$ cat src/rtl/m_csr_pkg.sv
// Shared definitions for the machine/supervisor CSR and trap unit.
// Holds the CSR addresses, privilege encodings, csr_ops/sys_ops encodings,
// exception and interrupt cause codes, mstatus field positions, and the
// mstatus write-legalisation helper.
package m_csr_pkg;

  localparam logic [11:0] CSR_SSTATUS   = 12'h100;
  localparam logic [11:0] CSR_SEPC      = 12'h141;
  localparam logic [11:0] CSR_MSTATUS   = 12'h300;
  localparam logic [11:0] CSR_MISA      = 12'h301;
  localparam logic [11:0] CSR_MIE       = 12'h304;
  localparam logic [11:0] CSR_MTVEC     = 12'h305;
  localparam logic [11:0] CSR_MSCRATCH  = 12'h340;
  localparam logic [11:0] CSR_MEPC      = 12'h341;
  localparam logic [11:0] CSR_MCAUSE    = 12'h342;
  localparam logic [11:0] CSR_MTVAL     = 12'h343;
  localparam logic [11:0] CSR_MIP       = 12'h344;
  localparam logic [11:0] CSR_MCYCLE    = 12'hB00;
  localparam logic [11:0] CSR_MINSTRET  = 12'hB02;
  localparam logic [11:0] CSR_MCYCLEH   = 12'hB80;
  localparam logic [11:0] CSR_MINSTRETH = 12'hB82;
  localparam logic [11:0] CSR_CYCLE     = 12'hC00;
  localparam logic [11:0] CSR_CYCLEH    = 12'hC80;
  localparam logic [11:0] CSR_MHARTID   = 12'hF14;

  localparam logic [1:0] PRIV_MODE_U = 2'b00;
  localparam logic [1:0] PRIV_MODE_S = 2'b01;
  localparam logic [1:0] PRIV_MODE_M = 2'b11;

  localparam logic [1:0] CSR_OP_NONE  = 2'b00;
  localparam logic [1:0] CSR_OP_WRITE = 2'b01;
  localparam logic [1:0] CSR_OP_SET   = 2'b10;
  localparam logic [1:0] CSR_OP_CLEAR = 2'b11;

  localparam logic [2:0] SYS_OPS_NONE       = 3'b000;
  localparam logic [2:0] SYS_OPS_SRET       = 3'b001;
  localparam logic [2:0] SYS_OPS_WFI        = 3'b010;
  localparam logic [2:0] SYS_OPS_MRET       = 3'b011;
  localparam logic [2:0] SYS_OPS_SFENCE_VMA = 3'b100;

  localparam logic [3:0] EXC_CODE_ILLEGAL = 4'd2;
  localparam logic [3:0] EXC_CODE_ECALL_U = 4'd8;
  localparam logic [3:0] EXC_CODE_ECALL_S = 4'd9;
  localparam logic [3:0] EXC_CODE_ECALL_M = 4'd11;
  localparam logic [3:0] INT_CODE_MTI     = 4'd7;
  localparam logic [3:0] INT_CODE_MEI     = 4'd11;

  typedef enum logic [4:0] {
    MS_SIE    = 5'd1,
    MS_MIE    = 5'd3,
    MS_SPIE   = 5'd5,
    MS_MPIE   = 5'd7,
    MS_SPP    = 5'd8,
    MS_MPP_LO = 5'd11,
    MS_MPP_HI = 5'd12
  } mstatus_bit_e;

  localparam logic [31:0] MSTATUS_MASK = 32'h0000_19AA;
  localparam logic [31:0] SSTATUS_MASK = 32'h0000_0122;
  localparam logic [31:0] MIE_MASK     = 32'h0000_0880;

  typedef enum logic {ST_RUN, ST_WAIT} wfi_state_e;

  // MPP = 2'b10 is reserved; fold it to U so MRET can never enter it.
  function automatic logic [31:0] mstatus_wr(input logic [31:0] v);
    logic [31:0] r;
    r = v & MSTATUS_MASK;
    if (r[12:11] == 2'b10) r[12:11] = PRIV_MODE_U;
    return r;
  endfunction

endpackage

$ cat src/rtl/m_csr_trap_unit_if.sv
// Execute-stage <-> CSR/trap unit signal bundle.
// master: pipeline side (drives instruction controls and interrupt levels).
// slave : the CSR/trap unit (returns read data, privilege, redirect, stall).
interface m_csr_trap_unit_if;
  logic        instr_valid;
  logic [31:0] pc;
  logic [1:0]  csr_ops;
  logic [2:0]  sys_ops;
  logic        exc_req;
  logic [3:0]  exc_code;
  logic [31:0] exc_tval;
  logic [11:0] csr_addr;
  logic [31:0] csr_wdata;
  logic        mtip;
  logic        meip;
  logic [31:0] csr_rdata;
  logic [1:0]  priv_mode;
  logic        trap_taken;
  logic        redirect_valid;
  logic [31:0] redirect_pc;
  logic        stall;

  modport master (
    output instr_valid, pc, csr_ops, sys_ops, exc_req, exc_code, exc_tval,
           csr_addr, csr_wdata, mtip, meip,
    input  csr_rdata, priv_mode, trap_taken, redirect_valid, redirect_pc, stall
  );

  modport slave (
    input  instr_valid, pc, csr_ops, sys_ops, exc_req, exc_code, exc_tval,
           csr_addr, csr_wdata, mtip, meip,
    output csr_rdata, priv_mode, trap_taken, redirect_valid, redirect_pc, stall
  );
endinterface

$ cat src/rtl/m_csr_counter64.sv
// 64-bit wrapping counter with increment enable and independent 32-bit
// half writes. A write to either half suppresses the increment that cycle.
// Ports: clk, reset (async high), inc, wr_lo, wr_hi, wdata[31:0], count[63:0].
module m_csr_counter64 (
  input  logic        clk,
  input  logic        reset,
  input  logic        inc,
  input  logic        wr_lo,
  input  logic        wr_hi,
  input  logic [31:0] wdata,
  output logic [63:0] count
);
  always_ff @(posedge clk or posedge reset) begin
    if (reset)      count         <= '0;
    else if (wr_lo) count[31:0]   <= wdata;
    else if (wr_hi) count[63:32]  <= wdata;
    else if (inc)   count         <= count + 64'd1;
  end
endmodule

$ cat src/rtl/m_csr_trap_unit.sv
// Machine/supervisor CSR file, privilege state, trap/xRET resolution and
// WFI stall for the execute stage.
// Ports: clk, reset (async high), bus (m_csr_trap_unit_if.slave): instruction
// controls and interrupt levels in; csr_rdata, priv_mode, trap_taken,
// redirect_valid/redirect_pc and stall out.
module m_csr_trap_unit
  import m_csr_pkg::*;
#(
  parameter logic [31:0] RESET_TVEC = 32'h0000_0000,
  parameter logic [31:0] MISA_VAL   = 32'h4014_1100,
  parameter logic [31:0] HART_ID    = 32'd0
) (
  input  logic           clk,
  input  logic           reset,
  m_csr_trap_unit_if.slave bus
);
  logic [1:0]  priv;
  logic [31:0] mstatus, mie_r, mtvec, mscratch, mepc, mcause, mtval, sepc;
  wfi_state_e  state;
  logic [63:0] mcycle, minstret;
  logic [31:0] mip, pending, csr_val, csr_wval, tvec_base, trap_pc;
  logic        csr_known, wr_attempt, csr_illegal, sys_illegal;
  logic        int_en, int_take, exc_take, ill_take, trap, retire, csr_we;
  logic        mret_do, sret_do, wfi_do;
  logic [3:0]  trap_code;

  assign mip     = {20'b0, bus.meip, 3'b0, bus.mtip, 7'b0};
  assign pending = mip & mie_r;

  always_comb begin
    csr_val   = '0;
    csr_known = 1'b1;
    case (bus.csr_addr)
      CSR_MSTATUS:             csr_val = mstatus;
      CSR_SSTATUS:             csr_val = mstatus & SSTATUS_MASK;
      CSR_MISA:                csr_val = MISA_VAL;
      CSR_MIE:                 csr_val = mie_r;
      CSR_MTVEC:               csr_val = mtvec;
      CSR_MSCRATCH:            csr_val = mscratch;
      CSR_MEPC:                csr_val = mepc;
      CSR_SEPC:                csr_val = sepc;
      CSR_MCAUSE:              csr_val = mcause;
      CSR_MTVAL:               csr_val = mtval;
      CSR_MIP:                 csr_val = mip;
      CSR_MCYCLE, CSR_CYCLE:   csr_val = mcycle[31:0];
      CSR_MCYCLEH, CSR_CYCLEH: csr_val = mcycle[63:32];
      CSR_MINSTRET:            csr_val = minstret[31:0];
      CSR_MINSTRETH:           csr_val = minstret[63:32];
      CSR_MHARTID:             csr_val = HART_ID;
      default:                 csr_known = 1'b0;
    endcase
  end

  // set/clear with a zero mask is a pure read.
  assign wr_attempt = (bus.csr_ops == CSR_OP_WRITE) ||
                      (((bus.csr_ops == CSR_OP_SET) || (bus.csr_ops == CSR_OP_CLEAR)) &&
                       (bus.csr_wdata != '0));

  assign csr_illegal = (bus.csr_ops != CSR_OP_NONE) &&
                       (!csr_known || (bus.csr_addr[9:8] > priv) ||
                        (wr_attempt && (bus.csr_addr[11:10] == 2'b11)));
  assign sys_illegal = ((bus.sys_ops == SYS_OPS_MRET) && (priv != PRIV_MODE_M)) ||
                       (((bus.sys_ops == SYS_OPS_SRET) || (bus.sys_ops == SYS_OPS_SFENCE_VMA)) &&
                        (priv == PRIV_MODE_U));

  assign int_en   = (priv != PRIV_MODE_M) || mstatus[MS_MIE];
  assign int_take = bus.instr_valid && (pending != '0) && int_en;
  assign exc_take = bus.instr_valid && !int_take && bus.exc_req;
  assign ill_take = bus.instr_valid && !int_take && !bus.exc_req && (csr_illegal || sys_illegal);
  assign trap     = int_take || exc_take || ill_take;
  assign retire   = bus.instr_valid && !trap;

  assign trap_code = int_take    ? (pending[11] ? INT_CODE_MEI : INT_CODE_MTI) :
                     bus.exc_req ? bus.exc_code : EXC_CODE_ILLEGAL;

  assign mret_do = retire && (bus.sys_ops == SYS_OPS_MRET);
  assign sret_do = retire && (bus.sys_ops == SYS_OPS_SRET);
  assign wfi_do  = retire && (bus.sys_ops == SYS_OPS_WFI);

  // Only interrupts use the vectored offset; exceptions always go to base.
  assign tvec_base = mtvec & ~32'h3;
  assign trap_pc   = ((mtvec[1:0] == 2'b01) && int_take) ?
                     tvec_base + {26'b0, trap_code, 2'b00} : tvec_base;

  always_comb begin
    case (bus.csr_ops)
      CSR_OP_WRITE: csr_wval = bus.csr_wdata;
      CSR_OP_SET:   csr_wval = csr_val | bus.csr_wdata;
      CSR_OP_CLEAR: csr_wval = csr_val & ~bus.csr_wdata;
      default:      csr_wval = csr_val;
    endcase
  end
  assign csr_we = retire && wr_attempt;

  assign bus.csr_rdata      = (bus.csr_ops != CSR_OP_NONE) ? csr_val : '0;
  assign bus.priv_mode      = priv;
  assign bus.trap_taken     = trap;
  assign bus.redirect_valid = trap || mret_do || sret_do;
  assign bus.redirect_pc    = trap ? trap_pc : mret_do ? mepc : sret_do ? sepc : '0;
  // Wake-up releases fetch in the same cycle the interrupt becomes pending.
  assign bus.stall          = (state == ST_WAIT) && (pending == '0);

  m_csr_counter64 u_mcycle (
    .clk   (clk),
    .reset (reset),
    .inc   (1'b1),
    .wr_lo (csr_we && (bus.csr_addr == CSR_MCYCLE)),
    .wr_hi (csr_we && (bus.csr_addr == CSR_MCYCLEH)),
    .wdata (csr_wval),
    .count (mcycle)
  );

  m_csr_counter64 u_minstret (
    .clk   (clk),
    .reset (reset),
    .inc   (retire),
    .wr_lo (csr_we && (bus.csr_addr == CSR_MINSTRET)),
    .wr_hi (csr_we && (bus.csr_addr == CSR_MINSTRETH)),
    .wdata (csr_wval),
    .count (minstret)
  );

  always_ff @(posedge clk or posedge reset) begin
    if (reset) begin
      priv     <= PRIV_MODE_M;
      mstatus  <= '0;
      mie_r    <= '0;
      mtvec    <= RESET_TVEC;
      mscratch <= '0;
      mepc     <= '0;
      mcause   <= '0;
      mtval    <= '0;
      sepc     <= '0;
      state    <= ST_RUN;
    end else begin
      if (csr_we) begin
        case (bus.csr_addr)
          CSR_MSTATUS:  mstatus  <= mstatus_wr(csr_wval);
          CSR_SSTATUS:  mstatus  <= (mstatus & ~SSTATUS_MASK) | (csr_wval & SSTATUS_MASK);
          CSR_MIE:      mie_r    <= csr_wval & MIE_MASK;
          CSR_MTVEC:    mtvec    <= {csr_wval[31:2], 1'b0, csr_wval[0]};
          CSR_MSCRATCH: mscratch <= csr_wval;
          CSR_MEPC:     mepc     <= csr_wval & ~32'h3;
          CSR_SEPC:     sepc     <= csr_wval & ~32'h3;
          CSR_MCAUSE:   mcause   <= csr_wval;
          CSR_MTVAL:    mtval    <= csr_wval;
          default: ;
        endcase
      end

      case (state)
        ST_RUN:  if (wfi_do) state <= ST_WAIT;
        ST_WAIT: if (pending != '0) state <= ST_RUN;
        default: state <= ST_RUN;
      endcase

      if (trap) begin
        mepc             <= bus.pc & ~32'h3;
        mcause           <= {int_take, 27'b0, trap_code};
        mtval            <= exc_take ? bus.exc_tval : '0;
        mstatus[MS_MPIE] <= mstatus[MS_MIE];
        mstatus[MS_MIE]  <= 1'b0;
        mstatus[12:11]   <= priv;
        priv             <= PRIV_MODE_M;
      end else if (mret_do) begin
        priv             <= mstatus[12:11];
        mstatus[MS_MIE]  <= mstatus[MS_MPIE];
        mstatus[MS_MPIE] <= 1'b1;
        mstatus[12:11]   <= PRIV_MODE_U;
      end else if (sret_do) begin
        priv             <= mstatus[MS_SPP] ? PRIV_MODE_S : PRIV_MODE_U;
        mstatus[MS_SIE]  <= mstatus[MS_SPIE];
        mstatus[MS_SPIE] <= 1'b1;
        mstatus[MS_SPP]  <= 1'b0;
      end
    end
  end
endmodule

$ cat src/flat_wrapper.sv
// flat-port wrapper written by rule: the top's interface ports become plain ports
module m_csr_trap_unit_flat import m_csr_pkg::*;
#(
  parameter logic [31:0] RESET_TVEC = 32'h0000_0000,
  parameter logic [31:0] MISA_VAL   = 32'h4014_1100,
  parameter logic [31:0] HART_ID    = 32'd0
)
  (clk, reset, bus_instr_valid, bus_pc, bus_csr_ops, bus_sys_ops, bus_exc_req, bus_exc_code, bus_exc_tval, bus_csr_addr, bus_csr_wdata, bus_mtip, bus_meip, bus_csr_rdata, bus_priv_mode, bus_trap_taken, bus_redirect_valid, bus_redirect_pc, bus_stall);
  m_csr_trap_unit_if bus_i ();
  input  logic clk;
  input  logic reset;
  input wire logic [$bits(bus_i.instr_valid)-1:0] bus_instr_valid;
  input wire logic [$bits(bus_i.pc)-1:0] bus_pc;
  input wire logic [$bits(bus_i.csr_ops)-1:0] bus_csr_ops;
  input wire logic [$bits(bus_i.sys_ops)-1:0] bus_sys_ops;
  input wire logic [$bits(bus_i.exc_req)-1:0] bus_exc_req;
  input wire logic [$bits(bus_i.exc_code)-1:0] bus_exc_code;
  input wire logic [$bits(bus_i.exc_tval)-1:0] bus_exc_tval;
  input wire logic [$bits(bus_i.csr_addr)-1:0] bus_csr_addr;
  input wire logic [$bits(bus_i.csr_wdata)-1:0] bus_csr_wdata;
  input wire logic [$bits(bus_i.mtip)-1:0] bus_mtip;
  input wire logic [$bits(bus_i.meip)-1:0] bus_meip;
  output wire logic [$bits(bus_i.csr_rdata)-1:0] bus_csr_rdata;
  output wire logic [$bits(bus_i.priv_mode)-1:0] bus_priv_mode;
  output wire logic [$bits(bus_i.trap_taken)-1:0] bus_trap_taken;
  output wire logic [$bits(bus_i.redirect_valid)-1:0] bus_redirect_valid;
  output wire logic [$bits(bus_i.redirect_pc)-1:0] bus_redirect_pc;
  output wire logic [$bits(bus_i.stall)-1:0] bus_stall;
  assign bus_i.instr_valid = bus_instr_valid;
  assign bus_i.pc = bus_pc;
  assign bus_i.csr_ops = bus_csr_ops;
  assign bus_i.sys_ops = bus_sys_ops;
  assign bus_i.exc_req = bus_exc_req;
  assign bus_i.exc_code = bus_exc_code;
  assign bus_i.exc_tval = bus_exc_tval;
  assign bus_i.csr_addr = bus_csr_addr;
  assign bus_i.csr_wdata = bus_csr_wdata;
  assign bus_i.mtip = bus_mtip;
  assign bus_i.meip = bus_meip;
  assign bus_csr_rdata = bus_i.csr_rdata;
  assign bus_priv_mode = bus_i.priv_mode;
  assign bus_trap_taken = bus_i.trap_taken;
  assign bus_redirect_valid = bus_i.redirect_valid;
  assign bus_redirect_pc = bus_i.redirect_pc;
  assign bus_stall = bus_i.stall;
  m_csr_trap_unit #(.RESET_TVEC(RESET_TVEC), .MISA_VAL(MISA_VAL), .HART_ID(HART_ID)) u_core (.clk(clk), .reset(reset), .bus(bus_i));
endmodule
$ cat config.mk
export PLATFORM = sky130hd
export DESIGN_NAME = m_csr_trap_unit_flat
export DESIGN_NICKNAME = d
export VERILOG_FILES = /design/src/rtl/m_csr_pkg.sv /design/src/rtl/m_csr_trap_unit_if.sv /design/src/rtl/m_csr_counter64.sv /design/src/rtl/m_csr_trap_unit.sv /design/src/flat_wrapper.sv
export SDC_FILE = /design/constraint.sdc
export NUM_CORES = 1
export LEC_CHECK = 0
export BUFFER_PORTS_ARGS = -buffer_cell sky130_fd_sc_hd__buf_2
export CORE_ASPECT_RATIO = 0.6
export CORE_MARGIN = 5
export CORE_UTILIZATION = 25
export CTS_CLUSTER_DIAMETER = 200
export CTS_CLUSTER_SIZE = 14
export DETAILED_ROUTE_END_ITERATION = 16
export PLACE_DENSITY = 0.49
export SYNTH_ARGS = -nofsm -noshare
export SYNTH_HDL_FRONTEND = slang
export SYNTH_HIERARCHICAL = 1
export SYNTH_SLANG_ARGS = --single-unit
$ cat constraint.sdc
create_clock -name clk -period 7.2 [get_ports clk]
set_clock_uncertainty 0.15 [all_clocks]
set_input_delay 1.08 -clock clk [delete_from_list [all_inputs] [get_ports clk]]
set_output_delay 1.08 -clock clk [all_outputs]
set_load 0.05 [all_outputs]
# Yosys cells after proc, flatten, opt, wreduce, memory -nomap -nowiden
# Cells that the tools add are included.
[classes] n_eq_ne=30 reduce_logical=67 muxes=53 magnitude_cmp=1 div_mod_pow=0 multipliers=0 shifts=0 bitwise_logic=7 add_sub_neg=3
[op_table] cell="2-to-1 mux 32 bit" count=21
[op_table] cell="one-hot mux 32 bit (15 select lines)" count=1
[op_table] cell="adder 64 x 1 -> 64 bit (second input constant)" count=2
[op_table] cell="equality test 12 x 10 -> 1 bit (second input constant)" count=9
[op_table] cell="one-hot mux 32 bit (3 select lines)" count=1
[op_table] cell="equality test 12 bit (second input constant)" count=7
[op_table] cell="2-to-1 mux 64 bit" count=1
[op_table] cell="one-hot mux 32 bit (2 select lines)" count=1
[op_table] cell="nonzero test 32 bit" count=2
[op_table] cell="adder 32 x 6 -> 32 bit" count=1
[op_table] cell="bitwise AND 32 bit" count=1
[op_table] cell="zero test 32 bit" count=1
[op_table] cell="inverter 32 bit" count=1
[op_table] cell="bitwise OR 32 bit" count=1
[op_table] cell="bitwise OR 32 x 9 -> 32 bit" count=1
[op_table] cell="equality test 12 x 9 -> 1 bit (second input constant)" count=2
[op_table] cell="logical AND 1 bit" count=22
[op_table] cell="AND reduction 2 bit" count=11
[op_table] cell="OR reduction 18 bit" count=1
[op_table] cell="2-to-1 mux 1 bit" count=17
[op_table] cell="nonzero test 2 bit" count=8
[op_table] cell="2-to-1 mux 13 bit" count=1
[op_table] cell="bitwise AND 12 bit" count=1
[op_table] cell="logical OR 1 bit" count=12
[op_table] cell="other kinds (16)" count=35
[word_totals] elab_cells=177 mem_bits_ro=0 latch_bits=0 input_bits=123 ff_bits=354 n_memories=0 ramBits=0 output_inout_bits=69

# Depth between registers and ports, before layout
[depth] word_depth=17 ltp_mapped=16 mapped_depth_nobuf=13

# Modules after synthesis
# The synthesis kept the hierarchy.
[modules_own_cells] module="m_csr_trap_unit" area_per_inst_um2=14670.3 instances=1 seq_area_each_um2=5607.9 cells_each=1656
[modules_own_cells] module="m_csr_counter64" area_per_inst_um2=4270.3 instances=2 seq_area_each_um2=1601.5 cells_each=515

# Worst setup path before layout
# Ideal clock, no wire load.
[synth_timing] path_kind="input to output" startpoint="input bus_csr_addr[8]" endpoint="output bus_redirect_pc[21]" t_arrival_ns=4.263 path_stages=13 slack_ns=1.707 n_path_buf=3 required_time_ns=5.970 cell_sequence="clkbuf_1 inv_1 ha_1 nand2_1 o21ai_0 a21boi_0 a311oi_2 o21ai_1 inv_1 clkbuf_1 clkbuf_1 a221oi_1 a21oi_1"
[synth_between] elab_chain_cells=16 elab_cells_between_ends=35 classes_between="order compare: 1; eq/ne: 18; mux: 4; reduce/logical: 12"
[synth_lines] element="start, declared" line_no="flat_wrapper.sv:19" source="input wire logic [$bits(bus_i.csr_addr)-1:0] bus_csr_addr;"
[synth_lines] element="equality test 12 x 10 -> 1 bit (tied with other cells)" line_no="m_csr_trap_unit.sv:33" source="case (bus.csr_addr)"
[synth_lines] element="OR reduction 18 bit (no line)"
[synth_lines] element="2-to-1 mux 1 bit" line_no="m_csr_trap_unit.sv:33"
[synth_lines] element="zero test 1 bit" line_no="m_csr_trap_unit.sv:60" source="(!csr_known || (bus.csr_addr[9:8] > priv) ||"
[synth_lines] element="logical OR 1 bit (*) (2 in a row)" line_no="m_csr_trap_unit.sv:60"
[synth_lines] element="logical AND 1 bit (*)" line_no="m_csr_trap_unit.sv:59" source="assign csr_illegal = (bus.csr_ops != CSR_OP_NONE) &&"
[synth_lines] element="logical OR 1 bit (*)" line_no="m_csr_trap_unit.sv:69" source="assign ill_take = bus.instr_valid && !int_take && !bus.exc_req && (csr_illegal || sys_illegal);"
[synth_lines] element="logical AND 1 bit (*)" line_no="m_csr_trap_unit.sv:69"
[synth_lines] element="logical OR 1 bit (*)" line_no="m_csr_trap_unit.sv:70" source="assign trap = int_take || exc_take || ill_take;"
[synth_lines] element="zero test 1 bit" line_no="m_csr_trap_unit.sv:71" source="assign retire = bus.instr_valid && !trap;"
[synth_lines] element="logical AND 1 bit" line_no="m_csr_trap_unit.sv:71"
[synth_lines] element="logical AND 1 bit" line_no="m_csr_trap_unit.sv:77" source="assign sret_do = retire && (bus.sys_ops == SYS_OPS_SRET);"
[synth_lines] element="2-to-1 mux 32 bit (2 in a row)" line_no="m_csr_trap_unit.sv:99" source="assign bus.redirect_pc = trap ? trap_pc : mret_do ? mepc : sret_do ? sepc : '0;"
[synth_lines] element="2-to-1 mux 32 bit (*)" line_no="m_csr_trap_unit.sv:99"
[synth_lines] element="end, declared" line_no="flat_wrapper.sv:27" source="output wire logic [$bits(bus_i.redirect_pc)-1:0] bus_redirect_pc;"
# Every way passes the cells marked *; elsewhere a longest branch is shown, timed or not.

# Worst setup path after layout
[layout_timing] startpoint="input bus_csr_wdata[24]" endpoint="output bus_redirect_pc[14]"
[layout_between] elab_chain_cells=15 elab_cells_between_ends=16 classes_between="mux: 3; reduce/logical: 13"
[layout_lines] element="start, declared" line_no="flat_wrapper.sv:20" source="input wire logic [$bits(bus_i.csr_wdata)-1:0] bus_csr_wdata;"
[layout_lines] element="nonzero test 32 bit (*)" line_no="m_csr_trap_unit.sv:57" source="(bus.csr_wdata != '0));"
[layout_lines] element="logical AND 1 bit (*)" line_no="m_csr_trap_unit.sv:56" source="(((bus.csr_ops == CSR_OP_SET) || (bus.csr_ops == CSR_OP_CLEAR)) &&"
[layout_lines] element="logical OR 1 bit (*)" line_no="m_csr_trap_unit.sv:55" source="assign wr_attempt = (bus.csr_ops == CSR_OP_WRITE) ||"
[layout_lines] element="logical AND 1 bit (*)" line_no="m_csr_trap_unit.sv:61" source="(wr_attempt && (bus.csr_addr[11:10] == 2'b11)));"
[layout_lines] element="logical OR 1 bit (*)" line_no="m_csr_trap_unit.sv:60"
[layout_lines] element="logical AND 1 bit (*)" line_no="m_csr_trap_unit.sv:59"
[layout_lines] element="logical OR 1 bit (*)" line_no="m_csr_trap_unit.sv:69"
[layout_lines] element="logical AND 1 bit (*)" line_no="m_csr_trap_unit.sv:69"
[layout_lines] element="logical OR 1 bit (*)" line_no="m_csr_trap_unit.sv:70"
[layout_lines] element="zero test 1 bit" line_no="m_csr_trap_unit.sv:71"
[layout_lines] element="logical AND 1 bit" line_no="m_csr_trap_unit.sv:71"
[layout_lines] element="logical AND 1 bit" line_no="m_csr_trap_unit.sv:77"
[layout_lines] element="2-to-1 mux 32 bit (2 in a row)" line_no="m_csr_trap_unit.sv:99"
[layout_lines] element="2-to-1 mux 32 bit (*)" line_no="m_csr_trap_unit.sv:99"
# Marks and branches as above.

==> metrics.txt <==
status complete, no violations; R2R Setup Slk 2.48 ns; row count 86; Yosys top cell area share 37.7%; CTS H-tree lvls 1; Worst R2R End u_core/u_minstret/count[37]; count leader, synth nand2_1; vias per inst 5.98; peak fanout along the critical path 16; initial core utilization 25.2%; Hold Violations, Final 0; Hold Path Depth 2; Hold Path Class flip-flop to flip-flop; root buffer cell clkbuf_16; Worst Setup End Kind output port; predominant post-synthesis flop cell dfrtp_1; Die H 246 µm; gr ovfl total 0; number of max-cap violations 0; count of input and output buffers 187; CTS Buffer Depth 3; post-synthesis sequential area ratio 38.0%; CP Launch Type input port; layout cells sized above 1 17.1%; postcts setup bufs 0; Rel. slew slack 8.56%; cts hold-fix bufs 0; DIE AREA 99,200 µm²; Post-DP HPWL 96,200 µm; final setup TNS 0 ns; synth top area cells dfrtp_1 38%, nand2_1 6.1%, o21ai_0 4.1%, mux2_2 3.2%, mux2i_1 2.8%; Multi-input gate area 13,700 µm²; vias in the first global route 21,800; Gates resized, CTS repair 0; first-pass GRT wire length 175,000 µm; Mapped Area 23,200 µm²; CTS tree built; Peak supply drop 0.171 mV; FF+latch area 8810 µm²; Syn. warnings 6; EDFF count, synth 0; Detailed Routing Iterations Pass 1 10; Fmax 159 MHz; FILL cells 9,905; Final nets 2,982; antenna violations before repair 21; Place WS 1.21 ns; FF+latch count, synth 352; Final Instance Area 27,000 µm²; Yosys top cell by area dfrtp_1; cells after synthesis 2,686; Setup Viol. Count Final 0; critical path type input port to output port; Final GP Congestion 0.981; Worst Slack Setup Final 0.902 ns; clock sink total 352; Reg clk slew, reported paths 0.08 ns; Cell Area, Placed 26,200 µm²; Avg Cell Area, Syn 8.64 µm²; pin count of the biggest net entering global routing 72; Final Core Density 29.4%; # DRC 0; Distinct cells, synth 93; fin crit period 6.30 ns; WHS Endpoint u_core/mscratch[12]; Reg2Reg Depth 15; CTS buffer count 29; GRT Util Overall 24.2%; HP Start u_core/mscratch[12]; leakage power total 10.8 nW; P per Cell Area 162 nW/µm²; core area 92,000 µm²; CP Data Arrival Time 5.07 ns; Worst-Skew Late Latency 0.64 ns; wire length per cell 30.7 µm; drt total wl 126,000 µm; worst r2r src u_core/bus.priv_mode[1]; PnR Total Power 0.00437 W; Starting DRT DRC Count 4,099; P&R area growth vs syn 16.4%; Tcrit/Tclk final 87.5%; Die W 403 µm; unrepaired setup endpoints after global routing false; vias 24,500; # IOs 192; Synth top cells by count 376 x nand2_1, 350 x dfrtp_1, 190 x o21ai_0; post-synthesis async set-or-reset flop share 100%; Max Slew Vio Count 0; Worst Tran Pin Value 1.36 ns; WP data required 5.97 ns; antenna-violating nets left 0
[through the flow]
| step | instances | hold slack, ns |
|---|---|---|
| after floorplan | 2692 | 0.299 |
| after global placement | 4051 | 0.311 |
| after detailed placement | 4051 | 0.321 |
| after CTS | 4093 | 0.339 |
| after global routing | 4096 | 0.350 |
| final | 4100 | 0.339 |
[layer usage]
layer  up-vias  GRT usage, %  share of wire (%)
met2      1664          32.1                 38
met1     12300          37.0                 46
met5         -             0             0.0095
li1      10400             -                  -
met4         2          5.79                3.1
met3       191          7.97                 13
[kinds of logic after synthesis]
family / count (synthesis) / share of synthesized area, %
adders and majority gates: 10 / 0.561
buffers and inverters: 231 / 4.05
and+or+nand+nor: 1144 / 26.0
AOI/OAI and AO/OA: 681 / 20.0
DFF: 352 / 38.0
muxes: 156 / 7.22
other: 2 / 0.0324
xor gates and xnor gates: 110 / 4.15
[layout make-up]
type	instances	share of cell area (%)
Antenna cell	7	0.0648
Clock inverter	2	0.0926
Tap cell	1232	5.71
Clock buffer	40	2.84
Sequential cell	352	32.6
Timing Repair Buffer	322	7.49
Multi-Input combinational cell	2109	50.7
Inverter	36	0.523
[state kept, by name (all words and copies together) (netlist names)]
signal                   cells
u_core/mcause               32
u_core/mepc                 30
u_core/u_mcycle/count       64
u_core/mtval                32
u_core/bus.priv_mode         2
u_core/mscratch             32
u_core/state                 1
u_core/mtvec                31
u_core/mstatus              32
u_core/mie_r                 2
u_core/u_minstret/count     64
u_core/sepc                 30
[cell usage in the layout, fill, tap and decap left out, types with 48 or more instances in the layout]
cell type | Yosys | layout
buf_4 | 7 | 129
and3_1 | 49 | 49
xnor2_1 | 56 | 56
buf_2 | 32 | 187
nor4_1 | 62 | 54
nand2_1 | 376 | 375
mux2_2 | 65 | 65
mux2i_1 | 64 | 64
nand4_1 | 96 | 96
a21oi_1 | 114 | 113
dfrtp_1 | 350 | 350
nand3_1 | 119 | 119
o21ai_0 | 190 | 190
nor2_1 | 148 | 148
xor2_1 | 54 | 54
or3_1 | 48 | 48
a22oi_1 | 72 | 72
[power breakdown]
part           internal [W]  leakage (nW)  switching [W]
combinational      0.000186          5.77       0.000440
sequential          0.00204          4.60       0.000109
clock              0.000738         0.382       0.000854
[worst max path at each step]
stage / from / to / slack [ns] / depth (start not counted)
floorplan: bus_csr_addr[8] / bus_redirect_pc[21] / 1.71 / 13
global placement: bus_mtip / bus_redirect_pc[29] / 1.23 / 13
detailed placement: bus_csr_wdata[24] / bus_redirect_pc[14] / 1.21 / 13
CTS: bus_csr_addr[2] / bus_redirect_pc[14] / 1.20 / 12
global route: bus_csr_wdata[24] / bus_redirect_pc[11] / 0.83 / 14
finish: bus_csr_wdata[24] / bus_redirect_pc[14] / 0.90 / 13
[critical path: stages]
cell and delay (ns):
buf_2 0.16, nor4_1 0.52, nand2_1 0.09, nor4_1 0.77, buf_4 0.28, a311oi_2 0.10, buf_4 0.23, nor2_1 0.25
and4_1 0.52, buf_12 0.24, a221oi_1 0.10, a21oi_1 0.34, buf_2 0.34
Power figures use the tool's default switching activity.
